$ cat src/rtl/led_pattern_seq_if.sv
// led_pattern_seq_if: button/hold inputs and LED/mode/tick outputs of the sequencer; LED_PATTERN_BRIGHTNESS_EN adds brightness
interface led_pattern_seq_if #(parameter int NUM_LEDS = 5);
  logic btn_in;
  logic hold;
  logic [NUM_LEDS-1:0] led_out;
  logic [1:0] mode_out;
  logic tick_out;
`ifdef LED_PATTERN_BRIGHTNESS_EN
  logic [3:0] brightness;
  modport master(output btn_in, hold, brightness, input led_out, mode_out, tick_out);
  modport slave(input btn_in, hold, brightness, output led_out, mode_out, tick_out);
`else
  modport master(output btn_in, hold, input led_out, mode_out, tick_out);
  modport slave(input btn_in, hold, output led_out, mode_out, tick_out);
`endif
endinterface

$ cat src/rtl/led_pattern_seq.sv
// led_pattern_seq: N-LED pattern sequencer with debounced mode button and hold; LED_PATTERN_BRIGHTNESS_EN adds PWM brightness
module led_pattern_seq #(
  parameter int NUM_LEDS   = 5,
  parameter int PRESCALE_W = 22,
  parameter int DEBOUNCE_W = 16
) (
  input logic clk,
  input logic reset_n,
  led_pattern_seq_if.slave bus
);
  typedef enum logic [1:0] {COUNT, CHASE, BOUNCE, BLINK} mode_t;
  mode_t mode, mode_nx;
  logic [NUM_LEDS-1:0] pat, pat_nx, led;
  logic dir, dir_nx, go_right;
  logic [1:0] btn_s, hold_s;
  logic [DEBOUNCE_W-1:0] deb_cnt;
  logic [PRESCALE_W-1:0] pre;
  logic deb_btn, differ, accept, adv, tick;
`ifdef LED_PATTERN_BRIGHTNESS_EN
  logic [3:0] pwm;
`endif
  assign differ = btn_s[1] != deb_btn;
  assign accept = differ && &deb_cnt;
  assign adv = accept && btn_s[1];
  assign go_right = dir ^ (dir ? pat[0] : pat[NUM_LEDS-1]);
  assign bus.led_out = led;
  assign bus.mode_out = mode;
  assign bus.tick_out = tick;
  // input synchronisers, debounce counter and free-running prescaler
  always_ff @(posedge clk or negedge reset_n)
    if (!reset_n) begin
      btn_s <= '0;
      hold_s <= '0;
      deb_cnt <= '0;
      deb_btn <= 1'b0;
      pre <= '0;
      tick <= 1'b0;
`ifdef LED_PATTERN_BRIGHTNESS_EN
      pwm <= '0;
`endif
    end else begin
      btn_s <= {btn_s[0], bus.btn_in};
      hold_s <= {hold_s[0], bus.hold};
      deb_cnt <= differ && !accept ? deb_cnt + 1'b1 : '0;
      if (accept) deb_btn <= btn_s[1];
      pre <= pre + 1'b1;
      tick <= &pre;
`ifdef LED_PATTERN_BRIGHTNESS_EN
      pwm <= pwm + 1'b1;
`endif
    end
  // next mode and pattern: an advance reloads the pattern, hold drops ticks
  always_comb begin
    mode_nx = mode;
    pat_nx = pat;
    dir_nx = dir;
    if (adv) begin
      mode_nx = mode_t'(mode + 2'd1);
      pat_nx = (mode_nx == CHASE || mode_nx == BOUNCE) ? NUM_LEDS'(1) : '0;
      dir_nx = 1'b0;
    end else if (tick && !hold_s[1]) begin
      case (mode)
        COUNT: pat_nx = pat + 1'b1;
        CHASE: pat_nx = {pat[NUM_LEDS-2:0], pat[NUM_LEDS-1]};
        BOUNCE: begin
          pat_nx = go_right ? pat >> 1 : pat << 1;
          dir_nx = go_right;
        end
        default: pat_nx = ~pat;
      endcase
    end
  end
  // mode/pattern state and registered LED drive
  always_ff @(posedge clk or negedge reset_n)
    if (!reset_n) begin
      mode <= COUNT;
      pat <= '0;
      dir <= 1'b0;
      led <= '0;
    end else begin
      mode <= mode_nx;
      pat <= pat_nx;
      dir <= dir_nx;
`ifdef LED_PATTERN_BRIGHTNESS_EN
      led <= pat & {NUM_LEDS{pwm < bus.brightness}};
`else
      led <= pat;
`endif
    end
endmodule

$ cat src/flat_wrapper.sv
// flat-port wrapper written by rule: the top's interface ports become plain ports
module led_pattern_seq_flat 
#(
  parameter int NUM_LEDS   = 5,
  parameter int PRESCALE_W = 22,
  parameter int DEBOUNCE_W = 16
)
  (clk, reset_n, bus_btn_in, bus_hold, bus_led_out, bus_mode_out, bus_tick_out);
  led_pattern_seq_if #(.NUM_LEDS(NUM_LEDS)) bus_i ();
  input logic clk;
  input logic reset_n;
  input wire logic [$bits(bus_i.btn_in)-1:0] bus_btn_in;
  input wire logic [$bits(bus_i.hold)-1:0] bus_hold;
  output wire logic [$bits(bus_i.led_out)-1:0] bus_led_out;
  output wire logic [$bits(bus_i.mode_out)-1:0] bus_mode_out;
  output wire logic [$bits(bus_i.tick_out)-1:0] bus_tick_out;
  assign bus_i.btn_in = bus_btn_in;
  assign bus_i.hold = bus_hold;
  assign bus_led_out = bus_i.led_out;
  assign bus_mode_out = bus_i.mode_out;
  assign bus_tick_out = bus_i.tick_out;
  led_pattern_seq #(.NUM_LEDS(NUM_LEDS), .PRESCALE_W(PRESCALE_W), .DEBOUNCE_W(DEBOUNCE_W)) u_core (.clk(clk), .reset_n(reset_n), .bus(bus_i));
endmodule
$ cat config.mk
export PLATFORM = sky130hd
export DESIGN_NAME = led_pattern_seq_flat
export DESIGN_NICKNAME = d
export VERILOG_FILES = /design/src/rtl/led_pattern_seq_if.sv /design/src/rtl/led_pattern_seq.sv /design/src/flat_wrapper.sv
export SDC_FILE = /design/constraint.sdc
export NUM_CORES = 1
export LEC_CHECK = 0
export ABC_AREA = 1
export ABC_CLOCK_PERIOD_IN_PS = 2170
export BUFFER_PORTS_ARGS = -buffer_cell sky130_fd_sc_hd__buf_4
export CAP_MARGIN = 40
export CORE_MARGIN = 3
export CORE_UTILIZATION = 38
export CTS_CLUSTER_DIAMETER = 200
export DETAILED_ROUTE_END_ITERATION = 8
export PLACE_DENSITY = 0.62
export SETUP_SLACK_MARGIN = 0.5
export SYNTH_ARGS = -nofsm -noshare
export SYNTH_HDL_FRONTEND = slang
export SYNTH_SLANG_ARGS = --single-unit
$ cat constraint.sdc
create_clock -name clk -period 2.17 [get_ports clk]
set_clock_uncertainty 0.2 [all_clocks]
set_input_delay 0.217 -clock clk [delete_from_list [all_inputs] [get_ports clk]]
set_output_delay 0.217 -clock clk [all_outputs]
set_load 0.005 [all_outputs]
==> run metrics <==
crit path max fanout 10; biggest area consumer among synthesized cells dfrtp_1; Die H 94.5 µm; Area Overhead vs Synth 19.7%; num ports 12; Avg Synthesized Cell Area 8.26 µm²; RSZ-0062 raised after global routing true; min cycle time layout 1660 ps; FMAX 604 MHz; most frequent cells in the layout nand2_1, dfrtp_1, nor2_1; required time worst endpoint 2190 ps; WL final 5800 µm; largest net degree at the start of global routing 58; first-pass GRT wire length 9640 µm; CTS tree built; synthesized cell area 2980 µm²; DRT Pass-1 Iters 4; Ant. Diodes 0; placed cells 467; post-synthesis sequential area ratio 0.479; commonest non-fill, non-tap cell in the layout nand2_1; Die ar. 8930 µm²; CORE AREA 7410 µm²; Root Driver clkbuf_8; vias per inst 4.77; Final Max Tran Viols 0; initial core utilization 0.402; Distinct cells, synth 28; Final GP Congestion 0.823; Routed met2 length 2760 µm; Synth top area share 0.479; max-cap viol count 0; gr usage total 0.138; DPL Wire Length 3940 µm; Hold Violations, Final 0; vias in the first global route 2221; critical path arrival 1670 ps; crit start category flop; synth top area cells dfrtp_1, nand2_1, nor2_1; clk sinks 57; Leak 1.69 nW; Skew-Pair Late Insertion Delay 330 ps; Hold WC Path Type reg2reg; maximum VDD drop 0.000405 V; Highest Signal Layer met4; Seq cells post-synth 57; status complete, no violations; H-tree depth 3; Syn. warnings 0; IO Port Bufs 11; setup TNS 0 ps; worst-margin pin slew 716 ps; clk buf depth 2; vias 2349; total power 0.00211 W; Crit. End Element flop; max_slew headroom 0.523; Final period util 0.763; total CTS buffers 9; pwr dens 594 nW/µm²; Mapped Cells 360; WL met1 2770 µm; drt wl/cell 11.8 µm; CP Class reg2reg; metal3 WL 187 µm; initial drt markers 69; Clock Pin Slew Worst Setup and Hold Paths 60 ps; ANT nets after route 0; # rows 31; post-layout net count 400; initial antenna violation count 0; Setup Viol. Count Final 0; synthesized net count 371; layout cells sized above 1 0.183; Non-Filler Instances 492; Die Wd 94.5 µm; DRC 0; GRT overflow 0
-- kinds of logic (layout without fill, tap and decap cells) --
group / after synthesis / in the layout / synth area share
buffers and inverters: 42 / 74 / 0.0538
and+or+nand+nor: 209 / 210 / 0.328
AOI/OAI and AO/OA: 22 / 22 / 0.0412
xor gates and xnor gates: 23 / 23 / 0.0677
adders and majority gates: 7 / 7 / 0.0294
DFF: 57 / 57 / 0.479
-- sequential cells by signal, indices dropped and copies added (netlist names) --
register	cells
u_core.pre	22
u_core.deb_cnt	16
u_core.bus.led_out	5
u_core.pat	5
u_core.btn_s	2
u_core.bus.mode_out	2
u_core.hold_s	2
u_core.bus.tick_out	1
u_core.deb_btn	1
u_core.dir	1
-- per-stage QoR --
stage / utilization / setup WS (ps) / instance area, µm² / hold slack [ps]
2_1_floorplan: - / 599 / 2980 / -279
3_3_place_gp: 0.428 / 486 / 3170 / 118
3_5_place_dp: 0.428 / 459 / 3170 / 119
4_1_cts: 0.462 / 495 / 3420 / 151
5_1_grt: 0.481 / 414 / 3560 / 167
6_report: 0.481 / 515 / 3560 / 150
-- timing repair --
action / 4_1_cts / 5_1_grt
buffers inserted: 2 / 4
setup endpoints to repair: 15 / 29
pin swaps: 2 / 9
hold buffers: 3 / 0
hold endpoints to repair: 59 / 0
cloned: 0 / 1
resized for setup: 4 / 22
-- worst max-delay path: stages, from the launching register on --
cell     delay [ps]
dfrtp_1         400
ha_4            170
nand2_4          60
nor2_4          110
nand2_4          90
nor2_8          220
nor2_4          110
inv_4           130
nor2_1           60
-- cells in the mapped netlist, drive strengths merged --
library cell	instances
clkbuf	2
xor2	15
ha	7
a21oi	10
nand3b	2
o21bai	2
nand3	27
nand4	8
o21ai	10
xnor2	8
nor3	11
inv	39
or2	1
nor2	57
nand2	103
buf	1
dfrtp	57
-- final timing paths --
check                                       startpoint                                 end  slack, ps  cells after the start
max                        u_core.deb_cnt[1]$_DFF_PN0_        u_core.deb_cnt[12]$_DFF_PN0_        510                      8
min                          u_core.btn_s[0]$_DFF_PN0_           u_core.btn_s[1]$_DFF_PN0_        150                      0
max reg2reg                u_core.deb_cnt[1]$_DFF_PN0_        u_core.deb_cnt[12]$_DFF_PN0_        510                      8
min in group asynchronous                      reset_n           u_core.pat[4]$_DFFE_PN0P_        280                      2
max in group asynchronous                      reset_n  u_core.bus.mode_out[0]$_DFFE_PN0N_        960                      2
min reg2reg                  u_core.btn_s[0]$_DFF_PN0_           u_core.btn_s[1]$_DFF_PN0_        150                      0
-- layer usage --
layer,track usage,vias up
li1,-,1200
met1,0.172,1101
met2,0.224,37
met3,0.0510,11
met4,0.0445,0
met5,0,-
-- layout make-up --
class	instances	area, µm²
Timing Repair Buffer	20	158
Inverter	39	149
Clock inverter	3	40.0
Tap cell	99	124
Fill cell	716	3850
Sequential cell	57	1430
Multi-Input combinational cell	262	1510
Clock buffer	12	155
-- power breakdown --
part	switching (W)	total [W]	leakage (nW)	internal, W
Sequential	0.00000620	0.00108	0.767	0.00107
Clock	0.000395	0.000978	0.102	0.000583
Combinational	0.0000397	0.0000597	0.817	0.0000200
No activity file was read; power rests on OpenSTA's default activity.
